==> src/rtl/dpd_lut_loader_if.sv <==
// Coefficient stream and actuator LUT config port of the DPD LUT loader.
// The master modport is the loader; the slave modport is the stream source / actuator side.
interface dpd_lut_loader_if #(
    parameter int DATA_WIDTH = 32,
    parameter int ADDR_WIDTH = 9,
    parameter int NUM_LUTS   = 64
);
    logic                  s_valid;
    logic                  s_ready;
    logic [DATA_WIDTH-1:0] s_data;
    logic [ADDR_WIDTH-1:0] config_addr;
    logic [DATA_WIDTH-1:0] config_din;
    logic [NUM_LUTS-1:0]   config_lutId;
    logic                  config_web;

    modport master (
        input  s_valid,
        input  s_data,
        output s_ready,
        output config_addr,
        output config_din,
        output config_lutId,
        output config_web
    );

    modport slave (
        output s_valid,
        output s_data,
        input  s_ready,
        input  config_addr,
        input  config_din,
        input  config_lutId,
        input  config_web
    );
endinterface

==> src/rtl/dpd_lut_loader.sv <==
// Streams coefficients into the masked DPD LUTs while holding the actuator in bypass,
// with guard intervals before and after the writes so the actuator pipeline is flushed.
module dpd_lut_loader #(
    parameter int DATA_WIDTH = 32,
    parameter int ADDR_WIDTH = 9,
    parameter int NUM_LUTS   = 64,
    parameter int GUARD      = 22
) (
    input  logic                clk,
    input  logic                rst_n,
    input  logic                start,
    input  logic                abort,
    input  logic [NUM_LUTS-1:0] lut_mask,
    dpd_lut_loader_if.master    bus,
    output logic                bypass,
    output logic                busy,
    output logic                done,
    output logic                aborted
);
    localparam int SEL_W = (NUM_LUTS > 1) ? $clog2(NUM_LUTS) : 1;
    localparam int GRD_W = (GUARD > 1) ? $clog2(GUARD) : 1;
    localparam logic [GRD_W-1:0]      GRD_LAST  = GRD_W'(GUARD - 1);
    localparam logic [ADDR_WIDTH-1:0] WORD_LAST = '1;

    typedef enum logic [2:0] {
        S_IDLE,
        S_PRE,
        S_SCAN,
        S_WRITE,
        S_POST,
        S_FIN
    } state_e;

    state_e                state_q,      state_d;
    logic [NUM_LUTS-1:0]   mask_q,       mask_d;
    logic [SEL_W-1:0]      idx_q,        idx_d;
    logic [GRD_W-1:0]      grd_q,        grd_d;
    logic [ADDR_WIDTH-1:0] word_q,       word_d;
    logic                  abort_seen_q, abort_seen_d;
    logic                  web_q,        web_d;
    logic [ADDR_WIDTH-1:0] addr_q,       addr_d;
    logic [DATA_WIDTH-1:0] din_q,        din_d;
    logic [NUM_LUTS-1:0]   lut_id_q,     lut_id_d;

    logic [NUM_LUTS-1:0] lut_onehot;
    logic                abortable;
    logic                xfer;

    assign lut_onehot = NUM_LUTS'(1) << idx_q;
    assign abortable  = (state_q == S_PRE) || (state_q == S_SCAN) || (state_q == S_WRITE);
    // A word coincident with abort is refused, so it never reaches the LUT.
    assign xfer       = (state_q == S_WRITE) && bus.s_valid && !abort;

    // NOTE: sequential state uses non-blocking assignments so every flop samples pre-edge values.
    always_ff @(posedge clk or negedge rst_n) begin
        if (!rst_n) begin
            state_q      <= S_IDLE;
            mask_q       <= '0;
            idx_q        <= '0;
            grd_q        <= '0;
            word_q       <= '0;
            abort_seen_q <= 1'b0;
            web_q        <= 1'b0;
            addr_q       <= '0;
            din_q        <= '0;
            lut_id_q     <= '0;
        end else begin
            state_q      <= state_d;
            mask_q       <= mask_d;
            idx_q        <= idx_d;
            grd_q        <= grd_d;
            word_q       <= word_d;
            abort_seen_q <= abort_seen_d;
            web_q        <= web_d;
            addr_q       <= addr_d;
            din_q        <= din_d;
            lut_id_q     <= lut_id_d;
        end
    end

    // NOTE: every always_comb output gets a default first so no path can infer a latch.
    always_comb begin
        state_d      = state_q;
        mask_d       = mask_q;
        idx_d        = idx_q;
        grd_d        = grd_q;
        word_d       = word_q;
        abort_seen_d = abort_seen_q;

        if (abortable && abort) begin
            state_d      = S_POST;
            grd_d        = '0;
            abort_seen_d = 1'b1;
        end else begin
            case (state_q)
                S_IDLE: begin
                    if (start && !abort) begin
                        abort_seen_d = 1'b0;
                        idx_d        = '0;
                        grd_d        = '0;
                        word_d       = '0;
                        if (lut_mask != '0) begin
                            state_d = S_PRE;
                            mask_d  = lut_mask;
                        end else begin
                            state_d = S_FIN;
                        end
                    end
                end
                S_PRE: begin
                    if (grd_q == GRD_LAST) begin
                        state_d = S_SCAN;
                        idx_d   = '0;
                        grd_d   = '0;
                    end else begin
                        grd_d = grd_q + 1'b1;
                    end
                end
                S_SCAN: begin
                    // Finished LUTs are cleared from the mask, so an empty mask means nothing is left.
                    if (mask_q == '0) begin
                        state_d = S_POST;
                        grd_d   = '0;
                    end else if (mask_q[idx_q]) begin
                        state_d = S_WRITE;
                        word_d  = '0;
                    end else begin
                        idx_d = idx_q + 1'b1;
                    end
                end
                S_WRITE: begin
                    if (bus.s_valid) begin
                        if (word_q == WORD_LAST) begin
                            state_d = S_SCAN;
                            idx_d   = idx_q + 1'b1;
                            mask_d  = mask_q & ~lut_onehot;
                        end else begin
                            word_d = word_q + 1'b1;
                        end
                    end
                end
                S_POST: begin
                    if (grd_q == GRD_LAST) begin
                        state_d = S_FIN;
                        grd_d   = '0;
                    end else begin
                        grd_d = grd_q + 1'b1;
                    end
                end
                S_FIN:   state_d = S_IDLE;
                default: state_d = S_IDLE;
            endcase
        end
    end

    always_comb begin
        web_d    = xfer;
        lut_id_d = xfer ? lut_onehot : '0;
        addr_d   = xfer ? word_q : addr_q;
        din_d    = xfer ? bus.s_data : din_q;
    end

    always_comb begin
        bypass      = (state_q == S_PRE) || (state_q == S_SCAN) ||
                      (state_q == S_WRITE) || (state_q == S_POST);
        busy        = bypass;
        bus.s_ready = (state_q == S_WRITE) && !abort;
        done        = (state_q == S_FIN);
        aborted     = (state_q == S_FIN) && abort_seen_q;
    end

    assign bus.config_web   = web_q;
    assign bus.config_addr  = addr_q;
    assign bus.config_din   = din_q;
    assign bus.config_lutId = lut_id_q;
endmodule

==> src/flat_wrapper.sv <==
// flat-port wrapper written by rule: the top's interface ports become plain ports
module dpd_lut_loader_flat 
#(
    parameter int DATA_WIDTH = 32,
    parameter int ADDR_WIDTH = 9,
    parameter int NUM_LUTS   = 64,
    parameter int GUARD      = 22
)
  (clk, rst_n, start, abort, lut_mask, bypass, busy, done, aborted, bus_s_valid, bus_s_data, bus_s_ready, bus_config_addr, bus_config_din, bus_config_lutId, bus_config_web);
  dpd_lut_loader_if #(.DATA_WIDTH(DATA_WIDTH), .ADDR_WIDTH(ADDR_WIDTH), .NUM_LUTS(NUM_LUTS)) bus_i ();
  input  logic clk;
  input  logic rst_n;
  input  logic start;
  input  logic abort;
  input  logic [NUM_LUTS-1:0] lut_mask;
  output logic bypass;
  output logic busy;
  output logic done;
  output logic aborted;
  input wire logic [$bits(bus_i.s_valid)-1:0] bus_s_valid;
  input wire logic [$bits(bus_i.s_data)-1:0] bus_s_data;
  output wire logic [$bits(bus_i.s_ready)-1:0] bus_s_ready;
  output wire logic [$bits(bus_i.config_addr)-1:0] bus_config_addr;
  output wire logic [$bits(bus_i.config_din)-1:0] bus_config_din;
  output wire logic [$bits(bus_i.config_lutId)-1:0] bus_config_lutId;
  output wire logic [$bits(bus_i.config_web)-1:0] bus_config_web;
  assign bus_i.s_valid = bus_s_valid;
  assign bus_i.s_data = bus_s_data;
  assign bus_s_ready = bus_i.s_ready;
  assign bus_config_addr = bus_i.config_addr;
  assign bus_config_din = bus_i.config_din;
  assign bus_config_lutId = bus_i.config_lutId;
  assign bus_config_web = bus_i.config_web;
  dpd_lut_loader #(.DATA_WIDTH(DATA_WIDTH), .ADDR_WIDTH(ADDR_WIDTH), .NUM_LUTS(NUM_LUTS), .GUARD(GUARD)) u_core (.clk(clk), .rst_n(rst_n), .start(start), .abort(abort), .lut_mask(lut_mask), .bus(bus_i), .bypass(bypass), .busy(busy), .done(done), .aborted(aborted));
endmodule
==> config.mk <==
export PLATFORM = sky130hd
export DESIGN_NAME = dpd_lut_loader_flat
export DESIGN_NICKNAME = d
export VERILOG_FILES = /design/src/rtl/dpd_lut_loader_if.sv /design/src/rtl/dpd_lut_loader.sv /design/src/flat_wrapper.sv
export SDC_FILE = /design/constraint.sdc
export NUM_CORES = 1
export LEC_CHECK = 0
export ABC_AREA = 1
export BUFFER_PORTS_ARGS = -buffer_cell sky130_fd_sc_hd__buf_2
export CAP_MARGIN = 15
export CORE_ASPECT_RATIO = 1.25
export CORE_MARGIN = 2
export CORE_UTILIZATION = 60
export DETAILED_ROUTE_END_ITERATION = 6
export PLACE_DENSITY = 0.83
export SLEW_MARGIN = 20
export SYNTH_ARGS = -nofsm -noshare
export SYNTH_HDL_FRONTEND = slang
export SYNTH_SLANG_ARGS = --single-unit
==> constraint.sdc <==
create_clock -name clk -period 3.18 [get_ports clk]
set_input_delay 0.477 -clock clk [delete_from_list [all_inputs] [get_ports clk]]
set_output_delay 0.477 -clock clk [all_outputs]
set_load 0.02 [all_outputs]
==> results of run 1 <==
## cells in the final DEF (no fill, tap or decap), types with 4 or more instances in the layout
cell type and count:
nand3b_1 4, inv_1 115, nand2_2 4, dfrtp_1 194
nand3_1 211, nand4_1 68, o41ai_1 4, clkbuf_8 4
buf_4 25, a21oi_1 18, nand2_4 4, inv_2 5
o21ai_0 52, buf_2 210, nand2_1 426, nor4_1 4
nor3_1 10, ha_1 10, nor2_1 126, clkbuf_16 17
## final timing paths
kind / to / depth (start not counted)
max: u_core.mask_q[37]$_DFFE_PN0P_ / 9
min: u_core.bus.config_lutId[15]$_DFF_PN0_ / 1
max reg2reg: u_core.mask_q[37]$_DFFE_PN0P_ / 9
min reg2reg: u_core.bus.config_din[25]$_DFFE_PN0P_ / 2
max in group asynchronous: u_core.bus.config_din[16]$_DFFE_PN0P_ / 2
min in group clk: u_core.bus.config_din[0]$_DFFE_PN0P_ / 3
## power groups by stage
stage | logic [mW] | registers (mW) | clock network (mW)
2_1_floorplan | 3.04 | 3.76 | 0
3_3_place_gp | 4.01 | 3.66 | 0
3_5_place_dp | 4.12 | 3.67 | 0
4_1_cts | 4.15 | 3.64 | 2.19
5_1_grt | 4.66 | 3.73 | 2.29
6_report | 4.20 | 3.67 | 2.18
## final cells by class
type / instances / area [µm²] / area share
tap: 220 / 275 / 0.0230
multi-input combinational: 965 / 4490 / 0.375
timing repair buffer: 238 / 1290 / 0.108
inverter: 123 / 467 / 0.0390
sequential: 194 / 4850 / 0.406
clock inverter: 10 / 124 / 0.0103
clock buffer: 21 / 470 / 0.0393
## routing by layer
| metal | GRT usage | vias up | wire, µm |
|---|---|---|---|
| met5 | 0 | - | 0 |
| met4 | 0.152 | 0 | 1330 |
| met3 | 0.0924 | 111 | 3130 |
| met2 | 0.529 | 621 | 14000 |
| met1 | 0.412 | 4730 | 11300 |
| li1 | - | 4756 | - |
## registers in the layout, summed over array words and instances (netlist names)
| signal | count |
|---|---|
| u_core.abort_seen_q | 1 |
| u_core.bus.config_addr | 9 |
| u_core.bus.config_din | 32 |
| u_core.bus.config_lutId | 64 |
| u_core.bus.config_web | 1 |
| u_core.grd_q | 5 |
| u_core.idx_q | 6 |
| u_core.mask_q | 64 |
| u_core.state_q | 3 |
| u_core.word_q | 9 |
## cell families after synthesis
| kind of cell | after synthesis | synth area share |
|---|---|---|
| fa+ha+maj | 10 | 0.0122 |
| buf+inv | 211 | 0.0927 |
| xor+xnor | 3 | 0.00255 |
| flops | 194 | 0.472 |
| compound gates | 82 | 0.0442 |
| simple gates | 870 | 0.377 |
## critical path, delay by kind of cell, from the launching register on
family                     cells  cell delay (ns)
buffers and inverters          2             0.46
adders and majority gates      1             0.57
and+or+nand+nor                5             1.15
AOI/OAI and AO/OA              1             0.12
DFF                            1             0.51
==> flow_summary.ini, run 1 <==
[status]
status = finished, final reports clean

[clock_tree]
cts_tree = yes
htree_levels = 4
cts.sinks = 194
clk_latency_ns = 0.45
cts-hold-fix-buffers = 0
numCtsBuffers = 17
clock-root-buffer = clkbuf_16
cts.path.max_buffers = 2
cts_resized = 0
clkTransAtPathRegs_ns = 0.07
post_cts_buffers = 0

[drt]
first_pass_iters = 6
drc = 0
vias = 10218
wl_mm = 29.7
avgRoutedWirePerCell_um = 16.8
drt_iter0_drc = 1287
postRouteAntennaNets = 0
vias_per_cell = 5.77

[timing]
setup_ws_ns = 0.247
maxSlewViolCount = 0
hold_viol = 0
hold_slack_ns = 0.117
setup_viol = 0
finalSetupTns_ns = 0
finalCritPeriodShare = 0.922
slew-limit-headroom = 0.304
period_minus_slack_ns = 2.93
worst_slew_pin_slew_ns = 1.04
grt_setup_unrepaired = no
fmax_mhz = 341
skew_ns = 0.00914

[logic_synthesis]
syn_area_mm2 = 0.0103
ys.flop_type = dfrtp_1
ys_seq_elements = 194
yosysMostFrequentCell = nand2_1
netlist_instances = 1370
synth_top_area_frac = 0.472
synth_edf_count = 0
ys_types = 40
synthArstFlopShare = 1.00
ys_warn_count = 0
yosysTopAreaCell = dfrtp_1
synth_area_leaders = dfrtp_1, nand2_1, nand3_1, nor2_1, inv_1
synth_nets = 1481
syn_area_per_cell_um2 = 7.51
yosysSeqAreaShare = 0.472
yosys-top-cells-count = nand2_1, nand3_1, dfrtp_1

[floorplan]
die-area_mm2 = 0.0182
die_height_um = 150
start_util = 0.613
rows = 53
ios = 212
die_w_um = 121
core_region_area_mm2 = 0.0168

[setup_path]
crit_chain = inv_2 > ha_1 > inv_1 > nor2_1 > nand3_1 > nand3_1 > o21ai_0 > nand3_1 > nand2_1
crit_arrival_ns = 3.27
critPathLaunch = u_core.idx_q[1]$_DFFE_PN0P_
slowest_delay_ns = 0.57
r2r-start = u_core.idx_q[1]$_DFFE_PN0P_
cp_slowest_cell = ha_1
start_kind = flop
cp_max_fo = 16
rrSetupSlack_ns = 0.25
required_ns = 3.51
worstSetupPathType = reg -> reg
cpMostUsedCell = nand3_1
cp-end-kind = flop

[finish]
post-route-util = 0.713
fillers = 1351
antenna_cells = 0
drive_gt1_frac = 0.191
area_delta_synth_final_pct = 16.4
finalNetCount = 1650
post-route-cell-area_mm2 = 0.0120
fin_cells = 1771

[power_and_ir_drop]
p_int_mw = 5.62
p_leak_nw = 6.46
ir_worst_vdd_mv = 0.439
power_mw = 10.1
power_frac_seq = 0.365
switching_power_mw = 4.43
clockPowerShare = 0.217
power.density_mw_per_mm2 = 840
combPwrFrac = 0.418
sw_frac_of_total = 0.441

[placed_design]
place_inst = 1740
dp_hpwl_mm = 20.2
port_buffers = 211
place.gp.congestion = 0.962
placed_area_mm2 = 0.0114
post-place-ws_ns = 0.415

[grt]
grt_use_total = 0.329
antenna_found_initial = 0
grt_pass1_vias = 9500
grt_overflow = 0
grt_pass1_wl_mm = 46.9
grt_max_degree = 112

[run]
cap_violations = 0

[hold_path]
min_path_type = in -> async
Note: power is estimated with default switching activity, not from simulation.
==> run 2, diff against run 1 <==
==> constraint.sdc (replaced) <==
create_clock -name clk -period 3.18 [get_ports clk]
set_input_delay 0.636 -clock clk [delete_from_list [all_inputs] [get_ports clk]]
set_output_delay 0.636 -clock clk [all_outputs]
set_load 0.02 [all_outputs]
==> flow_summary.ini, run 2 (synthesized netlist as in run 1, its figures left out) <==
[setup_path]
cp_max_fo = 16
crit_arrival_ns = 3.34
endpoint = u_core.mask_q[37]$_DFFE_PN0P_
cp-end-kind = flop
worstSetupPathType = reg -> reg
rrSetupSlack_ns = 0.16
r2r-end = u_core.mask_q[37]$_DFFE_PN0P_
required_ns = 3.51
r2r-start = u_core.idx_q[1]$_DFFE_PN0P_
critPathLaunch = u_core.idx_q[1]$_DFFE_PN0P_
r2r_cells = 9
start_kind = flop

[drt]
avgRoutedWirePerCell_um = 16.7
vias_per_cell = 5.76
drt_iter0_drc = 1202
drc = 0
vias = 10242
first_pass_iters = 6
wl_mm = 29.7
postRouteAntennaNets = 0

[clock_tree]
clkTransAtPathRegs_ns = 0.08
clk_latency_ns = 0.44
numCtsBuffers = 17
post_cts_buffers = 0
cts-hold-fix-buffers = 0
cts.path.max_buffers = 2
cts_resized = 0
cts.sinks = 194
htree_levels = 4
cts_tree = yes
clock-root-buffer = clkbuf_16

[timing]
finalSetupTns_ns = 0
finalCritPeriodShare = 0.948
grt_setup_unrepaired = no
hold_slack_ns = 0.183
period_minus_slack_ns = 3.02
maxSlewViolCount = 0
skew_ns = 0.0127
hold_viol = 0
slew-limit-headroom = 0.307
fmax_mhz = 332
worst_slew_pin_slew_ns = 1.04
setup_viol = 0

[grt]
grt_use_total = 0.331
grt_overflow = 0
antenna_found_initial = 0
grt_pass1_wl_mm = 47.4
grt_max_degree = 112
grt_pass1_vias = 9549

[floorplan]
rows = 53
die_height_um = 150
start_util = 0.613
ios = 212
die-area_mm2 = 0.0182
die_w_um = 121
core_region_area_mm2 = 0.0168

[power_and_ir_drop]
power.density_mw_per_mm2 = 830
p_leak_nw = 6.48
ir_worst_vdd_mv = 0.662

[placed_design]
dp_hpwl_mm = 20.7
place.gp.congestion = 0.964
port_buffers = 211

[finish]
finalNetCount = 1656
most-common-layout-cells = nand2_1, nand3_1, buf_2
seq_area_mm2 = 0.00485
multiInputGateArea_mm2 = 0.00449
fillers = 1359
drive_gt1_frac = 0.195
antenna_cells = 0
layout_commonest_cell = nand2_1
area_delta_synth_final_pct = 16.6

[hold_path]
min_path_type = in -> async

[status]
status = finished, final reports clean

[run]
cap_violations = 0
-- run 2: changes by cell type in the layout (fill, tap and decap cells not counted) --
cell	delta
buf_4	+6
bufinv_16	-2
clkbuf_8	-1
clkinv_2	-1
clkinv_4	+2
clkinvlp_4	-1
inv_8	+4
-- run 2: layout make-up --
class	count	share of cell area
clock buffers	20	0.0381
clock inverters	12	0.00949
inverters	123	0.0389
multi-input cells	965	0.374
flip-flops and latches	194	0.405
well taps	220	0.0230
repair buffers	244	0.112
-- run 2: stage by stage --
| step | area (µm²) | utilization | power (mW) | cells | setup slack [ns] |
|---|---|---|---|---|---|
| after floorplan | 10300 | - | 6.80 | 1370 | 1.12 |
| after global routing | 12000 | 0.715 | 10.6 | 1778 | 0.131 |
| final | 12000 | 0.715 | 9.95 | 1778 | 0.164 |
| after detailed placement | 11400 | 0.681 | 7.79 | 1746 | 0.376 |
| after CTS | 12000 | 0.715 | 9.89 | 1778 | 0.334 |
| after global placement | 11400 | 0.681 | 7.66 | 1746 | 0.390 |
-- run 2: how the worst min path moves through the flow --
stage	start	to	slack, ns	cells after the start
3_5_place_dp	u_core.bus.config_din[0]$_DFFE_PN0P_	u_core.bus.config_din[0]$_DFFE_PN0P_	0.46	2
6_report	rst_n	u_core.bus.config_lutId[15]$_DFF_PN0_	0.18	1
2_1_floorplan	rst_n	u_core.abort_seen_q$_DFFE_PN0P_	0.34	0
3_3_place_gp	u_core.bus.config_din[19]$_DFFE_PN0P_	u_core.bus.config_din[19]$_DFFE_PN0P_	0.46	2
4_1_cts	rst_n	u_core.bus.config_lutId[15]$_DFF_PN0_	0.21	1
5_1_grt	rst_n	u_core.bus.config_lutId[15]$_DFF_PN0_	0.23	1
-- run 2: critical path: stages, from the launching register on --
cell     delay, ns
dfrtp_1       0.56
inv_2         0.38
ha_1          0.56
inv_1         0.11
nor2_1        0.56
nand3_1       0.24
nand3_1       0.12
o21ai_0       0.13
nand3_1       0.15
nand2_1       0.07
-- run 2: routing by layer --
| layer | track usage | wire length, µm | vias to the layer above |
|---|---|---|---|
| met2 | 0.544 | 14200 | 592 |
| met4 | 0.133 | 1040 | 0 |
| li1 | - | - | 4772 |
| met3 | 0.0830 | 3040 | 101 |
| met5 | 0 | 0 | - |
| met1 | 0.420 | 11300 | 4777 |
-- run 2: report_power, final --
group          leakage [nW]  switching, mW  internal (mW)
Combinational          3.63           2.90           1.29
Sequential             2.56          0.554           3.11
Clock                 0.279           1.02           1.08
